**config.mk**
```make
export PLATFORM = sky130hd
export DESIGN_NAME = alu_serial_seq_flat
export DESIGN_NICKNAME = d
export VERILOG_FILES = /design/src/rtl/alu_serial_seq_if.sv /design/src/rtl/alu_serial_seq.sv /design/src/flat_wrapper.sv
export SDC_FILE = /design/constraint.sdc
export NUM_CORES = 1
export LEC_CHECK = 0
export ABC_AREA = 1
export CAP_MARGIN = 20
export CORE_MARGIN = 3
export CORE_UTILIZATION = 50
export DETAILED_ROUTE_END_ITERATION = 7
export GPL_TIMING_DRIVEN = 0
export PLACE_DENSITY = 0.78
export REMOVE_ABC_BUFFERS = 1
export SETUP_SLACK_MARGIN = 0.2
export SKIP_LAST_GASP = 1
export SYNTH_ARGS = -nofsm -noshare
export SYNTH_HDL_FRONTEND = slang
export SYNTH_SLANG_ARGS = --single-unit
```
**constraint.sdc**
```tcl
create_clock -name clk -period 1.65 [get_ports clk]
set_clock_uncertainty 0.05 [all_clocks]
set_input_delay 0.33 -clock clk [delete_from_list [all_inputs] [get_ports clk]]
set_output_delay 0.33 -clock clk [all_outputs]
set_load 0.02 [all_outputs]
```
**src/rtl/alu_serial_seq_if.sv**
```systemverilog
// Request/response bundle for the bit-serial ALU sequencer.
// The master drives the operation request; the slave returns status and the result.
interface alu_serial_seq_if;
    logic        start;
    logic [2:0]  op;
    logic [15:0] opA;
    logic [15:0] opB;
    logic        busy;
    logic        done;
    logic [15:0] result;
    logic        zf;
    logic        cf;
    logic        vf;
    logic        err;

    modport master (
        output start, op, opA, opB,
        input  busy, done, result, zf, cf, vf, err
    );

    modport slave (
        input  start, op, opA, opB,
        output busy, done, result, zf, cf, vf, err
    );
endinterface

```
**src/rtl/alu_serial_seq.sv**
```systemverilog
// Bit-serial 16-bit ALU sequencer: drives an external 1-bit ALU slice one bit per cycle,
// LSB first, and assembles the result and the zero/carry/overflow/error flags.
module alu_serial_seq (
    input  logic              clk,
    input  logic              reset,
    alu_serial_seq_if.slave   bus,
    output logic              slice_A,
    output logic              slice_B,
    output logic              slice_CIN,
    output logic              slice_Bnegate,
    output logic [2:0]        slice_operation,
    input  logic              slice_Result,
    input  logic              slice_cout
);
    localparam int unsigned W  = 16;
    localparam int unsigned IW = 4;

    localparam logic [2:0] OP_AND = 3'b000;
    localparam logic [2:0] OP_OR  = 3'b010;
    localparam logic [2:0] OP_XOR = 3'b011;
    localparam logic [2:0] OP_ADD = 3'b100;
    localparam logic [2:0] OP_SUB = 3'b101;

    typedef enum logic [1:0] {IDLE, RUN, DONE} state_t;

    state_t         state;
    logic [W-1:0]   a_sh;
    logic [W-1:0]   b_sh;
    logic [W-1:0]   acc;
    logic [IW-1:0]  idx;
    logic           carry;

    logic           op_valid_c;
    logic           arith_c;
    logic           last_c;
    logic [W-1:0]   res_final_c;

    // Operand bits come straight from the shift registers, which empty to zero by the end of RUN.
    assign slice_A   = a_sh[0];
    assign slice_B   = b_sh[0];
    assign slice_CIN = carry;

    always_comb begin
        op_valid_c = 1'b0;
        case (bus.op)
            OP_AND, OP_OR, OP_XOR, OP_ADD, OP_SUB: op_valid_c = 1'b1;
            default:                               op_valid_c = 1'b0;
        endcase
        arith_c     = slice_operation[2];
        last_c      = (idx == IW'(W - 1));
        res_final_c = {slice_Result, acc[W-1:1]};
    end

    always_ff @(posedge clk) begin
        if (reset) begin
            state           <= IDLE;
            a_sh            <= '0;
            b_sh            <= '0;
            acc             <= '0;
            idx             <= '0;
            carry           <= 1'b0;
            slice_operation <= 3'b000;
            slice_Bnegate   <= 1'b0;
            bus.busy        <= 1'b0;
            bus.done        <= 1'b0;
            bus.result      <= '0;
            bus.zf          <= 1'b0;
            bus.cf          <= 1'b0;
            bus.vf          <= 1'b0;
            bus.err         <= 1'b0;
        end else begin
            bus.done <= 1'b0;
            case (state)
                IDLE: begin
                    if (bus.start) begin
                        bus.busy   <= 1'b1;
                        bus.result <= '0;
                        bus.zf     <= 1'b0;
                        bus.cf     <= 1'b0;
                        bus.vf     <= 1'b0;
                        if (op_valid_c) begin
                            state           <= RUN;
                            a_sh            <= bus.opA;
                            b_sh            <= bus.opB;
                            acc             <= '0;
                            idx             <= '0;
                            slice_operation <= bus.op;
                            slice_Bnegate   <= (bus.op == OP_SUB);
                            carry           <= (bus.op == OP_SUB);
                            bus.err         <= 1'b0;
                        end else begin
                            state    <= DONE;
                            bus.err  <= 1'b1;
                            bus.done <= 1'b1;
                        end
                    end
                end
                RUN: begin
                    a_sh  <= a_sh >> 1;
                    b_sh  <= b_sh >> 1;
                    acc   <= res_final_c;
                    idx   <= idx + IW'(1);
                    carry <= arith_c & slice_cout;
                    if (last_c) begin
                        // Bit 15: carry register still holds its carry-in, so overflow is cin ^ cout.
                        state           <= DONE;
                        bus.done        <= 1'b1;
                        bus.result      <= res_final_c;
                        bus.zf          <= (res_final_c == '0);
                        bus.cf          <= arith_c & slice_cout;
                        bus.vf          <= arith_c & (carry ^ slice_cout);
                        carry           <= 1'b0;
                        idx             <= '0;
                        slice_operation <= 3'b000;
                        slice_Bnegate   <= 1'b0;
                    end
                end
                DONE: begin
                    bus.busy <= 1'b0;
                    state    <= IDLE;
                end
                default: state <= IDLE;
            endcase
        end
    end
endmodule
```
**src/flat_wrapper.sv**
```systemverilog
// flat-port wrapper written by rule: the top's interface ports become plain ports
module alu_serial_seq_flat 
  (clk, reset, slice_A, slice_B, slice_CIN, slice_Bnegate, slice_operation, slice_Result, slice_cout, bus_start, bus_op, bus_opA, bus_opB, bus_busy, bus_done, bus_result, bus_zf, bus_cf, bus_vf, bus_err);
  alu_serial_seq_if bus_i ();
  input  logic clk;
  input  logic reset;
  output logic slice_A;
  output logic slice_B;
  output logic slice_CIN;
  output logic slice_Bnegate;
  output logic [2:0] slice_operation;
  input  logic slice_Result;
  input  logic slice_cout;
  input wire logic [$bits(bus_i.start)-1:0] bus_start;
  input wire logic [$bits(bus_i.op)-1:0] bus_op;
  input wire logic [$bits(bus_i.opA)-1:0] bus_opA;
  input wire logic [$bits(bus_i.opB)-1:0] bus_opB;
  output wire logic [$bits(bus_i.busy)-1:0] bus_busy;
  output wire logic [$bits(bus_i.done)-1:0] bus_done;
  output wire logic [$bits(bus_i.result)-1:0] bus_result;
  output wire logic [$bits(bus_i.zf)-1:0] bus_zf;
  output wire logic [$bits(bus_i.cf)-1:0] bus_cf;
  output wire logic [$bits(bus_i.vf)-1:0] bus_vf;
  output wire logic [$bits(bus_i.err)-1:0] bus_err;
  assign bus_i.start = bus_start;
  assign bus_i.op = bus_op;
  assign bus_i.opA = bus_opA;
  assign bus_i.opB = bus_opB;
  assign bus_busy = bus_i.busy;
  assign bus_done = bus_i.done;
  assign bus_result = bus_i.result;
  assign bus_zf = bus_i.zf;
  assign bus_cf = bus_i.cf;
  assign bus_vf = bus_i.vf;
  assign bus_err = bus_i.err;
  alu_serial_seq u_core (.clk(clk), .reset(reset), .bus(bus_i), .slice_A(slice_A), .slice_B(slice_B), .slice_CIN(slice_CIN), .slice_Bnegate(slice_Bnegate), .slice_operation(slice_operation), .slice_Result(slice_Result), .slice_cout(slice_cout));
endmodule
```
==> qor.txt <==
Max stage delay on crit path = 380 ps
synthesized area = 3440 um^2
critical path class = flip-flop to flip-flop
io pins = 69
Reg2Reg Setup Slack = 220 ps
min-delay src = bus_op[0]
Yosys reg bits = 80
fin nets = 627
fin crit period = 1430 ps
Critical Path AT = 1660 ps
GP Congestion = 0.817
CP max FO = 7
port bufs = 68
RSZ-0062 raised after global routing = true
CTS root buf = clkbuf_8
Routed WL = 10200 um
CTS Hold Bufs = 0
maxcap violations = 0
CP dominant cell by count = o21ai_2
Clock Latency Late Sink = 350 ps
GRT Total Usage = 25.2%
clock-pin slew on the worst setup and hold paths = 80 ps
initial antenna violation count = 0
Worst R2R End = u_core.slice_operation[1]$_SDFFE_PP0P_
leakage power = 2.12 nW
largest net degree at the start of global routing = 56
clk sinks = 80
power density over the cells = 1040 nW/um^2
placed cell count = 614
final setup fails = 0
hold path cells = 3
H-tree Lvls = 3
fraction of layout cells with a size suffix above 1 = 15.6%
layout filler cell count = 453
Core Region = 6490 um^2
synth unique cells = 27
Critical Path Start Type = flip-flop
Die Ht = 88.9 um
Layout area overhead = 44.7%
Yosys top cell by area = dfxtp_1
share of the yosys chip area belonging to registers = 46.6%
setup_tns = 0 ps
Fin. Hold Viols = 0
grt total ovfl = 0
worst flop-to-flop path startpoint = u_core.state[1]$_SDFFE_PP0P_
power consumption = 5.20 mW
Routed Antenna Nets = 0
# diodes = 0
post-route clock period utilization = 86.8%
pre-CTS setup slack = -1150 ps
R2R depth = 7
syn_area_per_cell = 6.92 um^2
setup ws final = 217 ps
Die ar. = 7910 um^2
worst path cell trace = inv_8 -> o21ai_2 -> bufinv_8 -> buf_12 -> buf_4 -> nand3_1 -> o21ai_2
number of DRC markers in iteration 0 = 210
final non-filler cell area = 4970 um^2
number of global-route vias before repair = 3322
Remaining DRCs = 0
status = finished, final reports clean
Core Rows = 29
Worst IR Drop VDD = 0.000750 V
routed len/inst = 15.2 um
Mapped Cells = 497
main area contributors after synthesis = dfxtp_1, nand2_1, nor2_1
Area after DPL = 4060 um^2
Hold Crit Endpoint = u_core.slice_operation[0]$_SDFFE_PP0P_
post-layout util = 76.6%
CTS tree = done
post-DP HPWL = 4550 um
Via Count = 3599
slowest CP cell = dfxtp_4
Min Hold Slack = 413 ps
first-pass GRT wire length = 15400 um
Peak Freq = 0.698 GHz
min-delay worst type = input pin to flip-flop
CP Buf/Inv Count = 4
Clock Tree Buf Depth = 2
Detailed Routing Iterations Pass 1 = 5
number of synthesis warnings = 0
CP delay by family, top = buffers and inverters
Final Instance Count excl. Fillers = 668
Starting Density = 52.9%
DR vias/cell = 5.39
Synth top area share = 46.6%
Worst EP required = 1870 ps
TritonCTS buffer count = 9
Crit. End Element = flip-flop
actual slew at the worst max-slew pin = 647 ps
max-slew violation count = 0
Die W = 88.9 um
Slew headroom = 56.9%
## how the worst max path moves through the flow
stage	cells after the start	slack [ps]	from	to
floorplan	5	-290	u_core.state[0]$_SDFFE_PP0P_	u_core.bus.result[0]$_SDFFE_PP0P_
CTS	1	200	u_core.slice_CIN$_SDFFE_PP0P_	slice_CIN
detailed placement	4	-1150	reset	u_core.state[1]$_SDFFE_PP0P_
finish	7	220	u_core.state[1]$_SDFFE_PP0P_	u_core.slice_operation[1]$_SDFFE_PP0P_
global placement	4	-1110	reset	u_core.bus.done$_SDFF_PP0_
global route	6	160	u_core.state[0]$_SDFFE_PP0P_	u_core.b_sh[4]$_SDFFE_PP0P_
## Yosys cell counts
cell type  instances
nand2_1          135
buf_4              3
nand2_2            2
ha_1               1
nand3b_1           2
nor2_1            85
buf_1              1
or2_0              1
nand3_1           11
inv_2              4
buf_6              3
o21ai_1           30
o21ai_0           22
xor2_1             1
o21ai_4            1
dfxtp_1           80
inv_1             36
clkbuf_1           9
or2_2              1
buf_2             12
a21oi_1           47
nand4_1            4
nor3_1             2
nand2_4            1
nand3_4            1
nor2_2             1
o2111ai_1          1
## what timing repair did
action                     4_1_cts  5_1_grt
pin swaps                        7       16
buffers inserted                17       10
gates resized for setup         80       45
setup endpoints to repair      108       80
gates cloned                    10        1
## kinds of logic (layout without fill, tap and decap cells)
family,after synthesis,in the layout,synth area share (%)
XOR/XNOR,1,1,0.255
AO/OA/AOI/OAI,101,102,15.1
buffers and inverters,68,152,8.84
adder cells (fa/ha/maj),1,1,0.364
flip-flops,80,80,46.6
AND/OR/NAND/NOR,246,255,28.8
## placed cells by master (no fill, tap or decap), types with 2 or more instances in the layout
cell | Yosys | layout
clkdlybuf4s50_1 | 0 | 34
nand3_1 | 11 | 10
nand2_2 | 2 | 6
o21ai_4 | 1 | 2
clkdlybuf4s15_1 | 0 | 10
dfxtp_4 | 0 | 3
bufinv_16 | 0 | 2
buf_6 | 3 | 5
dlygate4sd2_1 | 0 | 23
nand3_4 | 1 | 2
nand2_8 | 0 | 11
a21oi_1 | 47 | 44
nor2_2 | 1 | 3
o21ai_0 | 22 | 16
inv_1 | 36 | 35
nor2_1 | 85 | 82
a21oi_2 | 0 | 3
nand2_1 | 135 | 130
nor3_1 | 2 | 2
clkinv_2 | 0 | 2
o21ai_2 | 0 | 8
inv_6 | 0 | 2
dfxtp_1 | 80 | 76
clkbuf_8 | 0 | 9
nand4_1 | 4 | 4
o21ai_1 | 30 | 28
buf_12 | 0 | 9
buf_4 | 3 | 13
nand3b_1 | 2 | 2
## worst register-to-register path, stage by stage, from the launching register on
cell and delay (ps):
dfxtp_4 380, inv_8 80, o21ai_2 50, bufinv_8 250, buf_12 170, buf_4 130, nand3_1 90, o21ai_2 160
## flip-flops by register name, summed over array words and instances, names as in the netlist
name                    flops
u_core.a_sh                16
u_core.b_sh                16
u_core.bus.result          16
u_core.acc                 15
u_core.idx                  4
u_core.slice_operation      3
u_core.state                2
u_core.bus.busy             1
u_core.bus.cf               1
u_core.bus.done             1
u_core.bus.err              1
u_core.bus.vf               1
u_core.bus.zf               1
u_core.slice_Bnegate        1
u_core.slice_CIN            1
## report_power, final
group | switching [mW] | total, mW | internal [mW]
Clock | 0.723 | 1.58 | 0.854
Sequential | 0.105 | 2.22 | 2.11
Combinational | 0.808 | 1.40 | 0.594
Total | 1.64 | 5.20 | 3.56
## cell type report
| cell class | count | area (um^2) | share of cell area, % |
|---|---|---|---|
| Sequential cell | 80 | 1610 | 32.4 |
| Inverter | 40 | 213 | 4.28 |
| Multi-Input combinational cell | 359 | 1840 | 37.0 |
| Timing Repair Buffer | 95 | 981 | 19.7 |
| Tap cell | 77 | 96.3 | 1.94 |
| Timing Repair inverter | 1 | 8.76 | 0.176 |
| Clock buffer | 9 | 124 | 2.49 |
| Clock inverter | 7 | 95.1 | 1.91 |
## routing by layer
| metal | GRT usage [%] | wire length [um] | vias up |
|---|---|---|---|
| met3 | 6.54 | 806 | 27 |
| li1 | - | - | 1758 |
| met1 | 31.4 | 4060 | 1667 |
| met2 | 41.3 | 5050 | 147 |
| met4 | 10.9 | 271 | 0 |
| met5 | 0 | 0 | - |
Power figures use the tool's default switching activity.
